<file path="src/rtl/farbwechsel_pkg.sv">
// Shared definitions for the colour-cycling generator: mode encodings and
// prescaler counter sizing.
package farbwechsel_pkg;

    typedef enum logic [1:0] {
        MODE_HOLD = 2'b00,
        MODE_UP   = 2'b01,
        MODE_PP   = 2'b10,
        MODE_DOWN = 2'b11
    } mode_e;

    // Width of a counter that must reach div-1; never narrower than one bit.
    function automatic int presc_cnt_w(input int div);
        return (div > 1) ? $clog2(div) : 1;
    endfunction

endpackage

</file>
<file path="src/rtl/farbwechsel_teiler.sv">
// Step prescaler: counts 0..T-1 and requests an advance at T-1, where T
// follows the turbo select. Held at 0 while disabled, cleared by clr.
module farbwechsel_teiler
    import farbwechsel_pkg::*;
#(
    parameter int DIV_NORM  = 25_000_000,
    parameter int DIV_TURBO = 2_500_000,
    parameter int CNT_W     = presc_cnt_w(DIV_NORM)
) (
    input  logic clk,
    input  logic rst_n,
    input  logic turbo,
    input  logic clr,
    input  logic en,
    output logic req
);

    localparam logic [CNT_W-1:0] LAST_N = CNT_W'(DIV_NORM - 1);
    localparam logic [CNT_W-1:0] LAST_T = CNT_W'(DIV_TURBO - 1);

    logic [CNT_W-1:0] cnt_q, cnt_d;
    logic [CNT_W-1:0] last;

    // ">=" rather than "==" catches a count already past the end after a
    // switch to the shorter turbo period: one request, then wrap.
    always_comb begin
        last  = turbo ? LAST_T : LAST_N;
        req   = en && (cnt_q >= last);
        cnt_d = cnt_q + CNT_W'(1);
        if (!en || clr || req) cnt_d = '0;
    end

    always_ff @(posedge clk or negedge rst_n) begin
        if (!rst_n) cnt_q <= '0;
        else        cnt_q <= cnt_d;
    end

endmodule

</file>
<file path="src/rtl/farbwechsel_gen.sv">
// Colour-cycling generator: steps an index through a writable palette in
// hold/up/ping-pong/down modes and presents the selected colour.
module farbwechsel_gen
    import farbwechsel_pkg::*;
#(
    parameter int CH_W      = 1,
    parameter int N_COL     = 8,
    parameter int DIV_NORM  = 25_000_000,
    parameter int DIV_TURBO = 2_500_000
) (
    input  logic              clk,
    input  logic              rst_n,
    input  logic              turbo,
    input  logic [1:0]        mode,
    input  logic              step,
    input  logic              wr_en,
    input  logic [7:0]        wr_addr,
    input  logic [3*CH_W-1:0] wr_data,
    output logic [3*CH_W-1:0] rgb,
    output logic [7:0]        idx,
    output logic              tick
);

    localparam int         PIX_W    = 3 * CH_W;
    localparam logic [7:0] LAST_IDX = 8'(N_COL - 1);

    mode_e            md;
    logic             pre_req;
    logic             adv;
    logic             go_up;
    logic [7:0]       idx_q, idx_d;
    logic             dir_up_q, dir_up_d;
    logic             tick_q, tick_d;
    logic [PIX_W-1:0] rgb_q, rgb_d;
    logic [PIX_W-1:0] pal_q [N_COL];
    logic [PIX_W-1:0] pal_d [N_COL];

    assign md = mode_e'(mode);

    farbwechsel_teiler #(
        .DIV_NORM  (DIV_NORM),
        .DIV_TURBO (DIV_TURBO)
    ) u_teiler (
        .clk   (clk),
        .rst_n (rst_n),
        .turbo (turbo),
        .clr   (step),
        .en    (md != MODE_HOLD),
        .req   (pre_req)
    );

    assign adv    = step || pre_req;
    assign tick_d = adv;

    // Ping-pong turns around at the ends within the same advance, so the
    // end entry is shown once (6,7,6,5).
    always_comb begin
        idx_d    = idx_q;
        dir_up_d = dir_up_q;
        case (md)
            MODE_DOWN: go_up = 1'b0;
            MODE_PP:   go_up = dir_up_q;
            default:   go_up = 1'b1;
        endcase
        if (adv && N_COL > 1) begin
            if (md == MODE_PP && dir_up_q && idx_q == LAST_IDX) begin
                dir_up_d = 1'b0;
                go_up    = 1'b0;
            end else if (md == MODE_PP && !dir_up_q && idx_q == 8'd0) begin
                dir_up_d = 1'b1;
                go_up    = 1'b1;
            end
            if (go_up) idx_d = (idx_q == LAST_IDX) ? 8'd0 : idx_q + 8'd1;
            else       idx_d = (idx_q == 8'd0) ? LAST_IDX : idx_q - 8'd1;
        end
    end

    // Out-of-range addresses match no entry and fall through untouched.
    always_comb begin
        pal_d = pal_q;
        for (int i = 0; i < N_COL; i++) begin
            if (wr_en && wr_addr == 8'(i)) pal_d[i] = wr_data;
        end
    end

    // Reading the post-write array gives write-through on the same edge.
    always_comb begin
        rgb_d = '0;
        for (int i = 0; i < N_COL; i++) begin
            if (idx_d == 8'(i)) rgb_d = pal_d[i];
        end
    end

    always_ff @(posedge clk or negedge rst_n) begin
        if (!rst_n) begin
            idx_q    <= 8'd0;
            dir_up_q <= 1'b1;
            tick_q   <= 1'b0;
            rgb_q    <= '0;
            for (int i = 0; i < N_COL; i++) pal_q[i] <= PIX_W'(i);
        end else begin
            idx_q    <= idx_d;
            dir_up_q <= dir_up_d;
            tick_q   <= tick_d;
            rgb_q    <= rgb_d;
            pal_q    <= pal_d;
        end
    end

    assign idx  = idx_q;
    assign rgb  = rgb_q;
    assign tick = tick_q;

endmodule

</file>
<file path="config.mk">
export PLATFORM = sky130hd
export DESIGN_NAME = farbwechsel_gen
export DESIGN_NICKNAME = d
export VERILOG_FILES = /design/src/rtl/farbwechsel_pkg.sv /design/src/rtl/farbwechsel_teiler.sv /design/src/rtl/farbwechsel_gen.sv
export SDC_FILE = /design/constraint.sdc
export NUM_CORES = 1
export LEC_CHECK = 0
export ABC_AREA = 1
export CAP_MARGIN = 20
export CORE_AREA = 2 2 103 105
export DETAILED_ROUTE_END_ITERATION = 6
export DIE_AREA = 0 0 105 107
export GPL_ROUTABILITY_DRIVEN = 0
export HOLD_SLACK_MARGIN = 0.02
export SLEW_MARGIN = 20
export SYNTH_ARGS = -nofsm -noshare
export SYNTH_HDL_FRONTEND = slang
export SYNTH_SLANG_ARGS = --single-unit
</file>
<file path="constraint.sdc">
create_clock -name clk -period 3.35 [get_ports clk]
set_clock_uncertainty 0.2 [all_clocks]
set_input_delay 0.67 -clock clk [delete_from_list [all_inputs] [get_ports clk]]
set_output_delay 0.67 -clock clk [all_outputs]
set_load 0.005 [all_outputs]
</file>
== Word level (Yosys, flattened, before mapping) ==
Index checks and enable logic that the tools add are counted.

* Register bits after elaboration: 62
* Input bits: 18
* Output and inout bits: 12
* Word-level logic and storage cells: 86

* Add/sub/neg operators: 3
* Magnitude comparators: 1
* Eq/ne operators: 17
* Mux-type cells: 28
* Reduce and logical (&&, ||, !) cells: 24

{| class="wikitable"
|+ Operators with widths
! cell !! count
|-
| $eq A8 B3 Y1 const B || 9
|-
| $mux W25 || 2
|-
| $mux W3 || 16
|-
| $eq A8 B2 Y1 const B || 4
|-
| $mux W8 || 4
|-
| $add A25 B1 Y25 const B || 1
|-
| $ge A25 B25 Y1 || 1
|-
| $logic_not A8 Y1 || 3
|-
| $eq A8 B1 Y1 const B || 2
|-
| $logic_and A1 B1 Y1 || 13
|-
| $add A8 B1 Y8 const B || 1
|-
| $sub A8 B1 Y8 const B || 1
|-
| $mux W1 || 5
|-
| $eq A2 B2 Y1 const B || 2
|-
| $reduce_bool A2 Y1 || 2
|-
| $logic_or A1 B1 Y1 || 3
|-
| $logic_not A1 Y1 || 2
|-
| $pmux W1 S2 || 1
|-
| $reduce_and A2 Y1 || 1
|}

== Depth between registers and ports, before layout ==
Gate-level depths: netlist of the first run.

* Word-level depth: 17
* Mapped depth: 22

== By module ==
Synthesis of the first run repeated with hierarchy kept, for this count alone.

* Cell total of the unflattened synthesis: 576
* Area total of the unflattened synthesis: 4127.7 sq um

{| class="wikitable"
|+ By module, submodules not included
! module !! instances !! cells each !! area each (sq um) !! sequential area each (sq um)
|-
| farbwechsel_gen || 1 || 324 || 2336.0 || 942.2
|-
| farbwechsel_teiler || 1 || 252 || 1791.7 || 625.6
|}

== Worst setup path before layout of the first run ==
OpenSTA, ideal clock, no wires.

* Kind: input port to flip-flop
* Start point: input turbo
* End point: register rgb_q[0], in the netlist rgb[0]
* Data arrival time: 2422 ps
* Data required time: 3020 ps
* Setup slack: 597 ps
* Cell stages on the path: 22
* Cells stage by stage: inv_1 ha_1 nand2_1 nand2_1 nand2_1 nand2_1 nand2_1 nand2_1 nand2_1 nand4_2 nand2_4 nand2_4 buf_6 nand2_2 nand2_2 nand2_2 nor2_4 buf_6 nand3_1 nand4_1 nor2_1 nand4_1

* Cells in the longest elaborated chain, start to end: 14
* Elaborated cells on any way between the ends: 21
* Classes of those cells: order compare: 1; eq/ne: 7; mux: 10; reduce/logical: 3

{| class="wikitable"
|+ Ends and longest elaborated chain
! element !! RTL line !! RTL
|-
| start: declaration || farbwechsel_gen.sv:13 || <nowiki>input logic turbo,</nowiki>
|-
| $mux W25 (*) || farbwechsel_teiler.sv:27 || <nowiki>last = turbo ? LAST_T : LAST_N;</nowiki>
|-
| $ge A25 B25 Y1 (*) || farbwechsel_teiler.sv:28 || <nowiki>req = en && (cnt_q >= last);</nowiki>
|-
| $logic_and A1 B1 Y1 (*) || farbwechsel_teiler.sv:28 ||
|-
| $logic_or A1 B1 Y1 (*) || farbwechsel_gen.sv:52 || <nowiki>assign adv = step || pre_req;</nowiki>
|-
| net adv || farbwechsel_gen.sv:29 || <nowiki>logic adv;</nowiki>
|-
| $mux W8 (*) || farbwechsel_gen.sv:65 || <nowiki>if (adv && N_COL > 1) begin</nowiki>
|-
| $logic_not A8 Y1 || farbwechsel_gen.sv:90 || <nowiki>if (idx_d == 8'(i)) rgb_d = pal_d[i];</nowiki>
|-
| $mux W3 (7 in a row) || farbwechsel_gen.sv:90 ||
|-
| $mux W3 (*) || farbwechsel_gen.sv:90 ||
|-
| net rgb_d[0] || farbwechsel_gen.sv:34 || <nowiki>logic [PIX_W-1:0] rgb_q, rgb_d;</nowiki>
|-
| end signal: assignment || farbwechsel_gen.sv:105 || <nowiki>rgb_q <= rgb_d;</nowiki>
|-
| end: declaration || farbwechsel_gen.sv:34 ||
|}

Mark *: on every way through the listed nets, which the timed path passes. The rest lies on a longest branch.
A chain may end at the register's enable or synchronous reset.

== Worst setup path after layout of the first run ==
* Start point: input turbo
* End point: register rgb_q[0], in the netlist rgb[0]

* Cells in the longest elaborated chain, start to end: 14
* Elaborated cells on any way between the ends: 21
* Classes of those cells: order compare: 1; eq/ne: 7; mux: 10; reduce/logical: 3

{| class="wikitable"
|+ Ends and longest elaborated chain
! element !! RTL line
|-
| $mux W25 (*) || farbwechsel_teiler.sv:27
|-
| $ge A25 B25 Y1 (*) || farbwechsel_teiler.sv:28
|-
| $logic_and A1 B1 Y1 (*) || farbwechsel_teiler.sv:28
|-
| $logic_or A1 B1 Y1 (*) || farbwechsel_gen.sv:52
|-
| $mux W8 (*) || farbwechsel_gen.sv:65
|-
| $logic_not A8 Y1 || farbwechsel_gen.sv:90
|-
| $mux W3 (7 in a row) || farbwechsel_gen.sv:90
|-
| $mux W3 (*) || farbwechsel_gen.sv:90
|-
| net rgb_d[0] || farbwechsel_gen.sv:34
|}

Marks and branches as above.

==> impl_metrics.ini, run 1 <==
[synth]
syn_area_um2 = 3976
synthArstFlopShare_pct = 100.0
ys_ff_latch = 62
ys_warn_count = 0
syn_inst = 525
avgSynthCellArea_um2 = 7.574
seq_area_frac_synth_pct = 39.43
syn_nets = 560
yosys_most_used_dff = dfrtp_1
yosysUniqueCellTypes = 37
synth_edf_count = 0

[layout]
layout_commonest_cell = nand2_1
final_cell_mix = nand2_1, inv_1, nor2_1
finalNetCount = 609
n_fill_cell = 1040
area_growth_syn_to_layout_pct = 19.67
utilization_pct = 47.15
diodes = 0
final_layout_size_suffix_gt1_share_pct = 17.27

[critical_path]
crit_required_ps = 3360
path_buf_inv = 4
worstSetupPathType = in2reg
cp_max_fo = 13
cp_slowest_cell = ha_1
worstSetupStartpointType = input port
cp_cell_sequence = dlymetal6s2s_1 > buf_6 > ha_1 > nand2_1 > inv_1 > nand2_1 > nand2_1 > nand2_1 > nand2_1 > nand2_1 > nand4_4 > nand2_4 > nand2_4 > nand2_1 > nand2_1 > nand2_2 > nor2_4 > buf_12 > nand3_1 > nand4_1 > nor2_1 > nand4_1
critPathMaxStageDelay_ps = 320
worst_setup_path_end_kind = register
critPathArrivalTime_ps = 2960
r2r_setup_slack_ps = 550
cp_top_family = simple AND/OR/NAND/NOR gates
cpMostUsedCell = nand2_1

[routing]
finalWirelength_um = 9105
drtPass1Iterations = 4
drt_iter0_markers = 186
wl_per_cell_um = 12.73
postRouteAntennaNets = 0
num_vias = 3474
drc_errors = 0
via_per_inst = 4.859

[floorplanning]
initial_core_util_pct = 39.40
coreArea_um2 = 10090
num_rows = 37
io_pins = 30
die_h_um = 107
die_width_um = 105
die_area_um2 = 11240

[power_and_ir_drop]
p_leak_nw = 2.212
p_per_area_nw_per_um2 = 433.2
irDropWorstVdd_uv = 351.4
power_mw = 2.061

[sta]
tightestPinTransition_ps = 549.7
setup_violations = 0
fin_hold_ws_ps = 115.6
rsz0062_at_grt = no
hold_viol = 0
setup_ws_ps = 399.1
min_period_ps = 2951
slew_violations = 0
timing.final.crit_share_pct = 88.09
fmaxAchievable_mhz = 338.9
slew_headroom_pct = 63.36

[global_routing]
met3_usage_pct = 4.559
grt_pass1_wl_um = 15720
busiest_layer = met2
overflow = 0
grt_use_met1_pct = 21.23
grt_max_degree = 45
track_usage_pct = 17.28
use_met2_pct = 30.10
antenna_found_initial = 0
grt_pass1_vias = 3439

[cts]
clockRootBuffer = clkbuf_8
cts_tree = done
cts_made_buffers = 9
cts.clk_slew.worst_paths_ps = 70
clk_latency_ps = 340
cts.hold.buffers_added = 0
clock_sinks = 62
clock_path_buffers = 2
cts_max_level = 3

[status]
status = completed

[min_path]
min-delay-path-class = in2async

[place]
dp_hpwl_um = 6866
dp_slack_ps = -240.9
io_buffer_count = 29

[job]
drv_cap = 0
-- area by class of cell --
type | count | area [um2] | share of cell area [%]
multi-input cells | 387 | 2117 | 44.49
flip-flops and latches | 62 | 1568 | 32.95
repair buffers | 44 | 441.7 | 9.282
inverters | 70 | 264.0 | 5.548
well taps | 136 | 170.2 | 3.576
clock buffers | 9 | 123.9 | 2.603
clock inverters | 7 | 73.82 | 1.551
-- final timing paths --
path / start / to / depth (start not counted)
max: turbo / rgb[0] / 22
max in group asynchronous: rst_n / u_teiler.cnt_q[18] / 2
min reg2reg: pal_q[10] / pal_q[10] / 2
min in group clk: pal_q[10] / pal_q[10] / 2
max reg2reg: idx[0] / rgb[0] / 18
min: rst_n / pal_q[14] / 1
-- timing repair --
item,in CTS,in global routing
endpoints found under the setup margin,0,13
setup buffers,0,1
gates resized for setup,0,7
-- state kept, by name (all words and copies together), names as in the netlist --
register        cells
dir_up_q            1
idx                 8
pal_q              24
rgb                 3
tick                1
u_teiler.cnt_q     25
-- cells by family after synthesis --
| kind of cell | after synthesis | synth area share, % |
|---|---|---|
| flops | 62 | 39.43 |
| compound gates | 70 | 9.251 |
| xor+xnor | 9 | 1.982 |
| buf+inv | 77 | 8.181 |
| simple gates | 290 | 35.81 |
| fa+ha+maj | 17 | 5.349 |
-- power breakdown --
group / total, mW / leakage, nW / switching [mW] / internal (mW)
combinational: 0.543 / 1.32 / 0.315 / 0.228
sequential: 0.867 / 0.791 / 0.0672 / 0.799
clock: 0.652 / 0.0996 / 0.306 / 0.345
-- worst register-to-register path, stage by stage, from the launching register on --
cell,delay (ps)
dfrtp_1,450
inv_1,190
ha_1,230
nand2_4,80
nor2_8,180
nand2_4,60
a21oi_1,280
nand3_1,110
nand2_1,80
inv_1,40
nand2_1,70
nand2_2,70
nand2_4,80
nor2_4,40
buf_12,130
nand3_1,70
nand4_1,110
nor2_1,110
nand4_1,100
-- metal layers --
metal,share of wire (%),vias to the layer above
met3,2.9,6
met1,46,1608
met4,0.76,0
met5,0,-
met2,50,56
li1,-,1804
-- stage by stage --
stage	TNS (ps)	cell area [um2]	std cells
after floorplan	0	3976	525
after global placement	-1330	4506	696
after CTS	0	4703	712
after global routing	0	4758	715
after detailed placement	-2986	4506	696
final	0	4758	715
-- cells in the mapped netlist (3+ instances only) --
master,n,share of area [%]
nor3b_1,3,0.57
nor2_4,4,1.1
dfrtp_1,49,31
ha_1,17,5.3
nand2_4,6,1.7
o21ai_0,36,4.5
nand2_2,14,2.2
nand4_1,8,1.3
dfstp_2,13,8.6
inv_1,63,5.9
nor3_1,9,1.1
nor4_1,3,0.47
nor2_2,8,1.3
inv_2,5,0.47
xor2_1,9,2.0
a21oi_1,22,2.8
nand3_1,46,5.8
nand2_1,120,11
a31oi_1,4,0.63
o21ai_1,5,0.63
nand3_2,5,1.3
buf_6,4,1.1
nor2_1,58,5.5
Note: power is estimated with default switching activity, not from simulation.
==> run 2: changes to the inputs <==
--- a/config.mk
+++ b/config.mk
@@ -16,3 +16,4 @@
 export SYNTH_ARGS = -nofsm -noshare
 export SYNTH_HDL_FRONTEND = slang
 export SYNTH_SLANG_ARGS = --single-unit
+export TNS_END_PERCENT = 50
==> results of run 2 <==
No change in the layout: final DEF, timing and power equal those of run 1.
==> run 3: changes to the inputs <==
==> constraint.sdc (replaced) <==
create_clock -name clk -period 3.4 [get_ports clk]
set_clock_uncertainty 0.2 [all_clocks]
set_input_delay 0.68 -clock clk [delete_from_list [all_inputs] [get_ports clk]]
set_output_delay 0.68 -clock clk [all_outputs]
set_load 0.005 [all_outputs]
==> impl_metrics.ini, run 3 (synthesized netlist as in run 1, its figures left out) <==
[layout]
diodes = 0
final_area_um2 = 4736
final_cell_mix = nand2_1, inv_1, nor2_1
n_fill_cell = 1046
final_layout_size_suffix_gt1_share_pct = 17.13
area_growth_syn_to_layout_pct = 19.10
largest_reg_flops = 25
layout_commonest_cell = nand2_1
finalNetCount = 608
stdcell_count = 714
regMostFlops = u_teiler.cnt_q

[cts]
clock_path_buffers = 2
cts_made_buffers = 9
cts_tree = done
cts.hold.buffers_added = 0
cts_max_level = 3
clockRootBuffer = clkbuf_8
clock_sinks = 62
clk_latency_ps = 340
cts.clk_slew.worst_paths_ps = 80

[routing]
finalWirelength_um = 9014
wl_per_cell_um = 12.62
postRouteAntennaNets = 0
drc_errors = 0
num_vias = 3414
via_per_inst = 4.782
drtPass1Iterations = 4
drt_iter0_markers = 131

[sta]
rsz0062_at_grt = no
slew_violations = 0
timing.final.crit_share_pct = 86.98
min_period_ps = 2957
tightestPinTransition_ps = 970.5
fin_hold_ws_ps = 294.7
fmaxAchievable_mhz = 338.1
setup_ws_ps = 442.6
slew_headroom_pct = 35.30
setup_violations = 0
hold_viol = 0

[global_routing]
grt_max_degree = 45
grt_pass1_vias = 3446
grt_pass1_wl_um = 15590
track_usage_pct = 17.20
overflow = 0
antenna_found_initial = 0

[power_and_ir_drop]
p_per_area_nw_per_um2 = 413.9
power_frac_clock_pct = 29.2
p_leak_nw = 2.204
intPower_mw = 1.279
irDropWorstVdd_uv = 277.2
comb_power_share_pct = 27.3
swShare_pct = 34.77
power_frac_seq_pct = 43.6
switchingPower_uw = 681.6

[critical_path]
critPathMaxStageDelay_ps = 320
critPathArrivalTime_ps = 2970
r2r-start = idx[0]
cp_slowest_cell = ha_1
cpMostUsedCell = nand2_1
worstSetupStartpointType = input port
critPathLaunch = turbo
worst_setup_path_end_kind = register
cp_cell_sequence = dlymetal6s2s_1 > buf_6 > ha_1 > nand2_1 > inv_1 > nand2_1 > nand2_1 > nand2_1 > nand2_1 > nand2_1 > nand4_4 > nand2_4 > nand2_8 > nand2_1 > nand2_2 > nand2_4 > nor2_4 > buf_12 > nand3_1 > nand4_1 > nor2_1 > nand4_1
cp_max_fo = 13
crit_required_ps = 3410
worstSetupPathType = in2reg

[floorplanning]
die_width_um = 105
initial_core_util_pct = 39.40
num_rows = 37
die_area_um2 = 11240
io_pins = 30
die_h_um = 107
coreArea_um2 = 10090

[status]
status = completed

[place]
dp_slack_ps = -224.1
io_buffer_count = 29
dpl_cell_area_um2 = 4506
place_inst = 696
dp_hpwl_um = 6851

[job]
drv_cap = 0

[min_path]
min-delay-path-class = in2async
## run 3: power by group through the flow
stage / registers (mW) / logic (mW) / clock network [mW]
floorplan: 0.846 / 0.358 / 0
global placement: 0.868 / 0.523 / 0
detailed placement: 0.867 / 0.531 / 0
CTS: 0.855 / 0.534 / 0.595
global route: 0.863 / 0.610 / 0.620
finish: 0.854 / 0.535 / 0.572
## run 3: layer usage
layer / part of all wire (%) / track usage [%] / routed length, um / vias up
li1: - / - / - / 1801
met1: 46 / 20.74 / 4133 / 1547
met2: 50 / 30.43 / 4480 / 51
met3: 2.6 / 2.918 / 238 / 15
met4: 1.8 / 7.048 / 162 / 0
met5: 0 / 0 / 0 / -
## run 3: layout make-up
| cell class | count | area (um2) | share of cell area (%) |
|---|---|---|---|
| Clock buffer | 9 | 123.9 | 2.616 |
| Clock inverter | 7 | 50.05 | 1.057 |
| Inverter | 70 | 264.0 | 5.575 |
| Multi-Input combinational cell | 387 | 2126 | 44.89 |
| Sequential cell | 62 | 1568 | 33.10 |
| Tap cell | 136 | 170.2 | 3.593 |
| Timing Repair Buffer | 43 | 434.2 | 9.168 |
## run 3: final timing paths
path | end | slack [ps] | cells after the start
min | pal_q[3] | 290 | 1
min in group clk | pal_q[10] | 300 | 2
min reg2reg | pal_q[10] | 300 | 2
max in group asynchronous | u_teiler.cnt_q[19] | 1970 | 2
max reg2reg | rgb[1] | 570 | 18
max | rgb[1] | 440 | 22
## run 3: through the flow
step                total power [mW]  util [%]  setup TNS, ps
global placement               1.391     44.64         -555.7
CTS                            1.985     46.37              0
floorplan                      1.205         -              0
finish                         1.960     46.93              0
detailed placement             1.399     44.64          -2258
global route                   2.093     46.93              0
## run 3: critical path: cells and delay by family
family                     cells  cell delay (ps)
adders and majority gates      1              320
buffers and inverters          4              490
and+or+nand+nor               17             1480
## run 3: timing repair
action | CTS | global route
gates resized for setup | 0 | 9
setup buffers | 0 | 0
setup endpoints to repair | 0 | 4
